File: src/rtl/ether_bus_ctrl.sv
`default_nettype none
// +--------------------------------------------------------------------------+
// | Module   : ether_bus_ctrl                                                |
// | Purpose  : Buffers decoded Ethernet register requests in a FIFO, issues  |
// |            them one at a time on the core register bus, waits (with a    |
// |            timeout) for read data and hands it to the transmit path.     |
// | Revision : 1.0 - initial release                                         |
// +--------------------------------------------------------------------------+
module ether_bus_ctrl #(
  parameter int          DEPTH        = 8,
  parameter int          TIMEOUT      = 64,
  parameter logic [15:0] TIMEOUT_DATA = 16'hDEAD
) (
  input  logic        clk,
  input  logic        rst,
  input  logic [15:0] req_addr_i,
  input  logic [15:0] req_wdata_i,
  input  logic        req_rw_i,
  input  logic        req_valid_i,
  output logic [15:0] bus_addr_o,
  output logic [15:0] bus_wdata_o,
  output logic        bus_rw_o,
  output logic        bus_valid_o,
  input  logic [15:0] bus_rdata_i,
  input  logic        bus_rvalid_i,
  output logic [15:0] tx_data_o,
  output logic        tx_start_o,
  input  logic        tx_busy_i,
  output logic        busy_o,
  output logic        overflow_o,
  output logic        timeout_o,
  input  logic        clear_i
);

  localparam int AW = $clog2(DEPTH);
  localparam int CW = $clog2(TIMEOUT) + 1;
  localparam logic [AW:0]   C_DEPTH   = (AW+1)'(DEPTH);
  localparam logic [CW-1:0] C_TO_LAST = CW'(TIMEOUT - 1);

  localparam logic [1:0] S_IDLE    = 2'd0;
  localparam logic [1:0] S_WAIT_RD = 2'd1;
  localparam logic [1:0] S_SEND_RD = 2'd2;

  // Request storage, entry layout {rw, addr, wdata}
  logic [32:0]   mem_q [DEPTH];
  logic [AW-1:0] wr_ptr_q, wr_ptr_d, rd_ptr_q, rd_ptr_d;
  logic [AW:0]   count_q, count_d;
  logic          fifo_empty, fifo_full, fifo_push, fifo_pop, fifo_drop;
  logic [32:0]   fifo_head;

  logic [1:0]    state_q, state_d;
  logic [CW-1:0] cnt_q, cnt_d;
  logic [15:0]   bus_addr_q, bus_addr_d, bus_wdata_q, bus_wdata_d;
  logic          bus_rw_q, bus_rw_d, bus_valid_q, bus_valid_d;
  logic [15:0]   tx_data_q, tx_data_d;
  logic          tx_start_q, tx_start_d;
  logic          overflow_q, overflow_d, timeout_q, timeout_d;
  logic          timeout_set;

  // FIFO bookkeeping; a push while full is only accepted when a pop frees a slot
  always_comb begin
    fifo_empty = (count_q == '0);
    fifo_full  = (count_q == C_DEPTH);
    fifo_head  = mem_q[rd_ptr_q];
    fifo_pop   = (state_q == S_IDLE) && !fifo_empty;
    fifo_push  = req_valid_i && (!fifo_full || fifo_pop);
    fifo_drop  = req_valid_i && fifo_full && !fifo_pop;
    wr_ptr_d   = fifo_push ? wr_ptr_q + AW'(1) : wr_ptr_q;
    rd_ptr_d   = fifo_pop  ? rd_ptr_q + AW'(1) : rd_ptr_q;
    count_d    = count_q;
    if (fifo_push && !fifo_pop) begin
      count_d = count_q + (AW+1)'(1);
    end else if (!fifo_push && fifo_pop) begin
      count_d = count_q - (AW+1)'(1);
    end
  end

  // Request storage array; contents need no reset since pointers define validity
  always_ff @(posedge clk) begin
    if (fifo_push) begin
      mem_q[wr_ptr_q] <= {req_rw_i, req_addr_i, req_wdata_i};
    end
  end

  // Issue / wait-for-read / hand-to-transmit sequencing
  always_comb begin
    state_d     = state_q;
    cnt_d       = cnt_q;
    bus_addr_d  = bus_addr_q;
    bus_wdata_d = bus_wdata_q;
    bus_rw_d    = bus_rw_q;
    bus_valid_d = 1'b0;
    tx_data_d   = tx_data_q;
    tx_start_d  = 1'b0;
    timeout_set = 1'b0;
    case (state_q)
      S_IDLE: begin
        if (!fifo_empty) begin
          bus_valid_d                         = 1'b1;
          {bus_rw_d, bus_addr_d, bus_wdata_d} = fifo_head;
          if (!fifo_head[32]) begin
            state_d = S_WAIT_RD;
            cnt_d   = '0;
          end
        end
      end
      S_WAIT_RD: begin
        cnt_d = cnt_q + CW'(1);
        // A response in the same cycle as the request strobe cannot be ours
        if (bus_rvalid_i && !bus_valid_q) begin
          tx_data_d = bus_rdata_i;
          state_d   = S_SEND_RD;
        end else if (cnt_q == C_TO_LAST) begin
          tx_data_d   = TIMEOUT_DATA;
          timeout_set = 1'b1;
          state_d     = S_SEND_RD;
        end
      end
      S_SEND_RD: begin
        if (!tx_busy_i) begin
          tx_start_d = 1'b1;
          state_d    = S_IDLE;
        end
      end
      default: state_d = S_IDLE;
    endcase
  end

  // Sticky error flags; a set event outranks a simultaneous clear
  always_comb begin
    overflow_d = fifo_drop   ? 1'b1 : (clear_i ? 1'b0 : overflow_q);
    timeout_d  = timeout_set ? 1'b1 : (clear_i ? 1'b0 : timeout_q);
  end

  // State registers with asynchronous reset
  always_ff @(posedge clk or posedge rst) begin
    if (rst) begin
      wr_ptr_q    <= '0;
      rd_ptr_q    <= '0;
      count_q     <= '0;
      state_q     <= S_IDLE;
      cnt_q       <= '0;
      bus_addr_q  <= '0;
      bus_wdata_q <= '0;
      bus_rw_q    <= 1'b0;
      bus_valid_q <= 1'b0;
      tx_data_q   <= '0;
      tx_start_q  <= 1'b0;
      overflow_q  <= 1'b0;
      timeout_q   <= 1'b0;
    end else begin
      wr_ptr_q    <= wr_ptr_d;
      rd_ptr_q    <= rd_ptr_d;
      count_q     <= count_d;
      state_q     <= state_d;
      cnt_q       <= cnt_d;
      bus_addr_q  <= bus_addr_d;
      bus_wdata_q <= bus_wdata_d;
      bus_rw_q    <= bus_rw_d;
      bus_valid_q <= bus_valid_d;
      tx_data_q   <= tx_data_d;
      tx_start_q  <= tx_start_d;
      overflow_q  <= overflow_d;
      timeout_q   <= timeout_d;
    end
  end

  assign bus_addr_o  = bus_addr_q;
  assign bus_wdata_o = bus_wdata_q;
  assign bus_rw_o    = bus_rw_q;
  assign bus_valid_o = bus_valid_q;
  assign tx_data_o   = tx_data_q;
  assign tx_start_o  = tx_start_q;
  assign overflow_o  = overflow_q;
  assign timeout_o   = timeout_q;
  assign busy_o      = !fifo_empty || (state_q != S_IDLE);

endmodule
`default_nettype wire

File: config.mk
export PLATFORM = sky130hd
export DESIGN_NAME = ether_bus_ctrl
export DESIGN_NICKNAME = d
export VERILOG_FILES = /design/src/rtl/ether_bus_ctrl.sv
export SDC_FILE = /design/constraint.sdc
export NUM_CORES = 1
export LEC_CHECK = 0
export ABC_AREA = 1
export BUFFER_PORTS_ARGS = -buffer_cell sky130_fd_sc_hd__buf_2
export CELL_PAD_IN_SITES_DETAIL_PLACEMENT = 0
export CELL_PAD_IN_SITES_GLOBAL_PLACEMENT = 1
export CORE_ASPECT_RATIO = 0.5
export CORE_MARGIN = 1.5
export CORE_UTILIZATION = 52
export DETAILED_ROUTE_END_ITERATION = 10
export GPL_TIMING_DRIVEN = 0
export PLACE_DENSITY_LB_ADDON = 0.1
export SLEW_MARGIN = 20
export SYNTH_ARGS = -nofsm -noshare
export SYNTH_HDL_FRONTEND = slang
export SYNTH_SLANG_ARGS = --single-unit
export TNS_END_PERCENT = 5
File: constraint.sdc
create_clock -name clk -period 6.17 [get_ports clk]
set_clock_uncertainty 0.05 [all_clocks]
set_input_delay 0.3085 -clock clk [delete_from_list [all_inputs] [get_ports clk]]
set_output_delay 0.3085 -clock clk [all_outputs]
set_load 0.005 [all_outputs]
==> results.py <==
metrics = {
    "worst_setup_path": {
        "cp-end-kind": "flip-flop",
        "crit_arrival_ps": 3410,
        "worstReg2RegStart": "count_q[1]",
        "slowest_delay_ps": 430,
        "critPathTopFamily": "simple AND/OR/NAND/NOR gates",
        "worstPathRequired_ps": 6560,
        "r2r_setup_slack_ps": 3150,
        "startpoint_type": "flip-flop",
        "path_buf_inv": 2,
        "worstPathMaxFanout": 9,
        "cpMaxStageDelayCell": "dfrtp_1",
        "path_depth": 15,
        "reg2reg_to": "count_q[3]",
        "reg2reg_depth": 15,
        "crit_path_end": "count_q[3]",
        "crit_start": "count_q[1]",
        "cpMostUsedCell": "nand2_1",
        "critical_path_class": "flip-flop to flip-flop",
        "path_cells": "nor2_1 -> nand3_1 -> nand2_2 -> nand4_1 -> nand2_2 -> inv_2 -> ha_1 -> inv_1 -> ha_1 -> a21oi_1 -> nand2_1 -> a21oi_1 -> o21ai_0 -> nand2_1 -> nand2_1",
    },
    "sta": {
        "hold_violations": 0,
        "relSlewSlack_pct": 45.7,
        "min_period_over_period_pct": 48.9,
        "min_period_ps": 3020,
        "hold-worst-slack_ps": 39.4,
        "drv_slew": 0,
        "grt_setup_unrepaired": "false",
        "setup_viol": 0,
        "tightest_slew_ps": 815,
        "setup_slack_ps": 3150,
        "timing.fmax_mhz": 331,
    },
    "clock_network": {
        "cts.sinks": 336,
        "ctsResizeCount": 0,
        "cts_root_buf": "clkbuf_16",
        "cts_buffers": 29,
        "postCtsSetupRepairBufs": 0,
        "cts_max_level": 1,
        "cts_buffer_depth": 3,
        "insertion_delay_ps": 570,
        "cts_tree": "done",
        "path_clk_slew_ps": 70,
    },
    "power": {
        "power-per-cell-area_nw_per_um2": 483,
        "irDropWorstVdd_uv": 250,
        "leakage_nw": 6.22,
        "total_power_mw": 7.77,
    },
    "logic_synthesis": {
        "yosysTopAreaCell": "edfxtp_1",
        "synth_nets": 1139,
        "yosys_warnings": 0,
        "synth_area_leaders": "edfxtp_1 59%, dfrtp_1 14%, nor2_1 4.4%, o21ai_0 4.2%, nand2_1 3.7%",
        "synthCells": 1077,
        "synth_top_area_share_pct": 59.4,
        "synth_area_sq_um": 13300,
        "ys_seq_elements": 336,
        "synth.avg_cell_area_sq_um": 12.4,
        "synth.distinct_cells": 34,
        "ys_seq_area_share_pct": 72.9,
    },
    "global_route": {
        "use_met3_pct": 3.71,
        "grt_pass1_wl_microns": 50900,
        "use_met2_pct": 41.7,
        "grt.busiest_layer": "met2",
        "use_met1_pct": 37.5,
        "overflow": 0,
        "antenna_found_initial": 0,
        "grtUsageTotal_pct": 25.7,
        "grt_pass1_vias": 8691,
        "grt_start_max_net_pins": 54,
    },
    "drt": {
        "first_pass_iters": 5,
        "drt_iter0_markers": 919,
        "drcViolationCount": 0,
        "drt-vias-per-instance": 5.52,
        "routed_wl_microns": 33900,
        "routed-via-count": 9141,
        "wl_per_cell_microns": 20.4,
        "ant_nets": 0,
    },
    "die": {
        "core-area_sq_um": 25200,
        "initial_core_util_pct": 53.0,
        "die_area_sq_um": 26700,
        "ioPinCount": 109,
        "dieWidth_microns": 230,
        "fp.dieH_microns": 116,
        "rows": 41,
    },
    "cells_and_area": {
        "mostFrequentLayoutCell": "edfxtp_1",
        "area_growth_pct": 20.7,
        "diodes": 0,
        "drive_above_1_share_pct": 18.4,
        "mostFrequentLayoutCells": "264 x edfxtp_1, 151 x nor2_1, 131 x nand2_1, 124 x buf_2, 111 x o21ai_0",
        "final_cells": 1657,
        "layout.nets": 1354,
    },
    "placement": {
        "gp_congestion": 0.795,
        "io_buffers": 108,
        "dp_hpwl_microns": 21700,
        "dp_cells": 1552,
        "dpl_worst_slack_ps": 3160,
    },
    "hold_path": {
        "hp-class": "input port to flip-flop",
    },
    "outcome": {
        "status": "finished, final reports clean",
    },
    "flow_run": {
        "maxCapViolations": 0,
    },
}
-- cell type report --
cell class / count / area (sq um)
Clock inverter: 11 / 87.6
Sequential cell: 336 / 9730
Inverter: 64 / 243
Clock buffer: 41 / 862
Buffer: 61 / 333
Timing Repair Buffer: 184 / 1330
Tap cell: 344 / 430
Fill cell: 1958 / 9090
Multi-Input combinational cell: 616 / 3090
-- registers in the layout, indices dropped and copies added, names as in the netlist, 2 cells and up --
signal and count:
bus_addr_o 16, bus_wdata_o 16, cnt_q 7, count_q 4, mem_q 264, rd_ptr_q 3, state_q 2, tx_data_o 16
wr_ptr_q 3
-- repair_timing --
action | CTS | global route
endpoints found under the hold margin | 303 | 0
setup endpoints to repair | 0 | 0
hold buffers | 53 | 0
-- layer usage --
layer / part of all wire (%) / wire length [microns]
met5: 0 / 0
met4: 1.9 / 645
met3: 7.3 / 2490
met2: 45 / 15400
met1: 45 / 15300
-- worst register-to-register path, cell delays in order (launching register included) --
cell and delay, ps:
dfrtp_1 430, nor2_1 180, nand3_1 140, nand2_2 270, nand4_1 250, nand2_2 250, inv_2 60, ha_1 190
inv_1 160, ha_1 300, a21oi_1 150, nand2_1 90, a21oi_1 160, o21ai_0 110, nand2_1 60, nand2_1 40
-- where the power goes --
part           switching [mW]  internal, mW
clock                   0.807          1.01
sequential              0.186          2.92
combinational            1.91         0.936
-- cells in the mapped netlist (all sizes together) --
library cell and count:
mux2 1, nor2 157, o211ai 65, xor2 2
or2 1, clkbuf 27, nand2 135, fa 1
nor3 5, inv 63, dfrtp 72, nand3 53
a31o 1, o22ai 2, clkinv 1, o21ai 145
edfxtp 264, nand4 3, ha 6, xnor2 3
o21a 1, a21oi 35, buf 34
-- cells by family after synthesis --
kind of cell	Yosys count	share of synthesized area, %
flip-flops	336	72.9
AND/OR/NAND/NOR	354	10.8
multiplexers	1	0.0844
AO/OA/AOI/OAI	249	10.9
XOR/XNOR	5	0.328
buffers and inverters	125	4.30
adder cells (fa/ha/maj)	7	0.713
-- worst min-delay path by stage --
| stage | start | end | cells past startpoint |
|---|---|---|---|
| 2_1_floorplan | tx_busy_i | tx_start_o | 1 |
| 4_1_cts | bus_rvalid_i | timeout_o | 4 |
| 6_report | bus_rvalid_i | timeout_o | 4 |
| 5_1_grt | bus_rvalid_i | timeout_o | 4 |
| 3_5_place_dp | rst | bus_wdata_o[6] | 2 |
| 3_3_place_gp | tx_data_o[4] | tx_data_o[4] | 2 |
-- metrics by stage --
stage / TNS, ps / utilization (%) / cell area, sq um
floorplan: 0 / - / 13300
global placement: -42290 / 56.8 / 14300
detailed placement: 0 / 58.0 / 14600
CTS: 0 / 63.9 / 16100
global route: 0 / 63.9 / 16100
finish: 0 / 63.9 / 16100
Note: power is estimated with default switching activity, not from simulation.
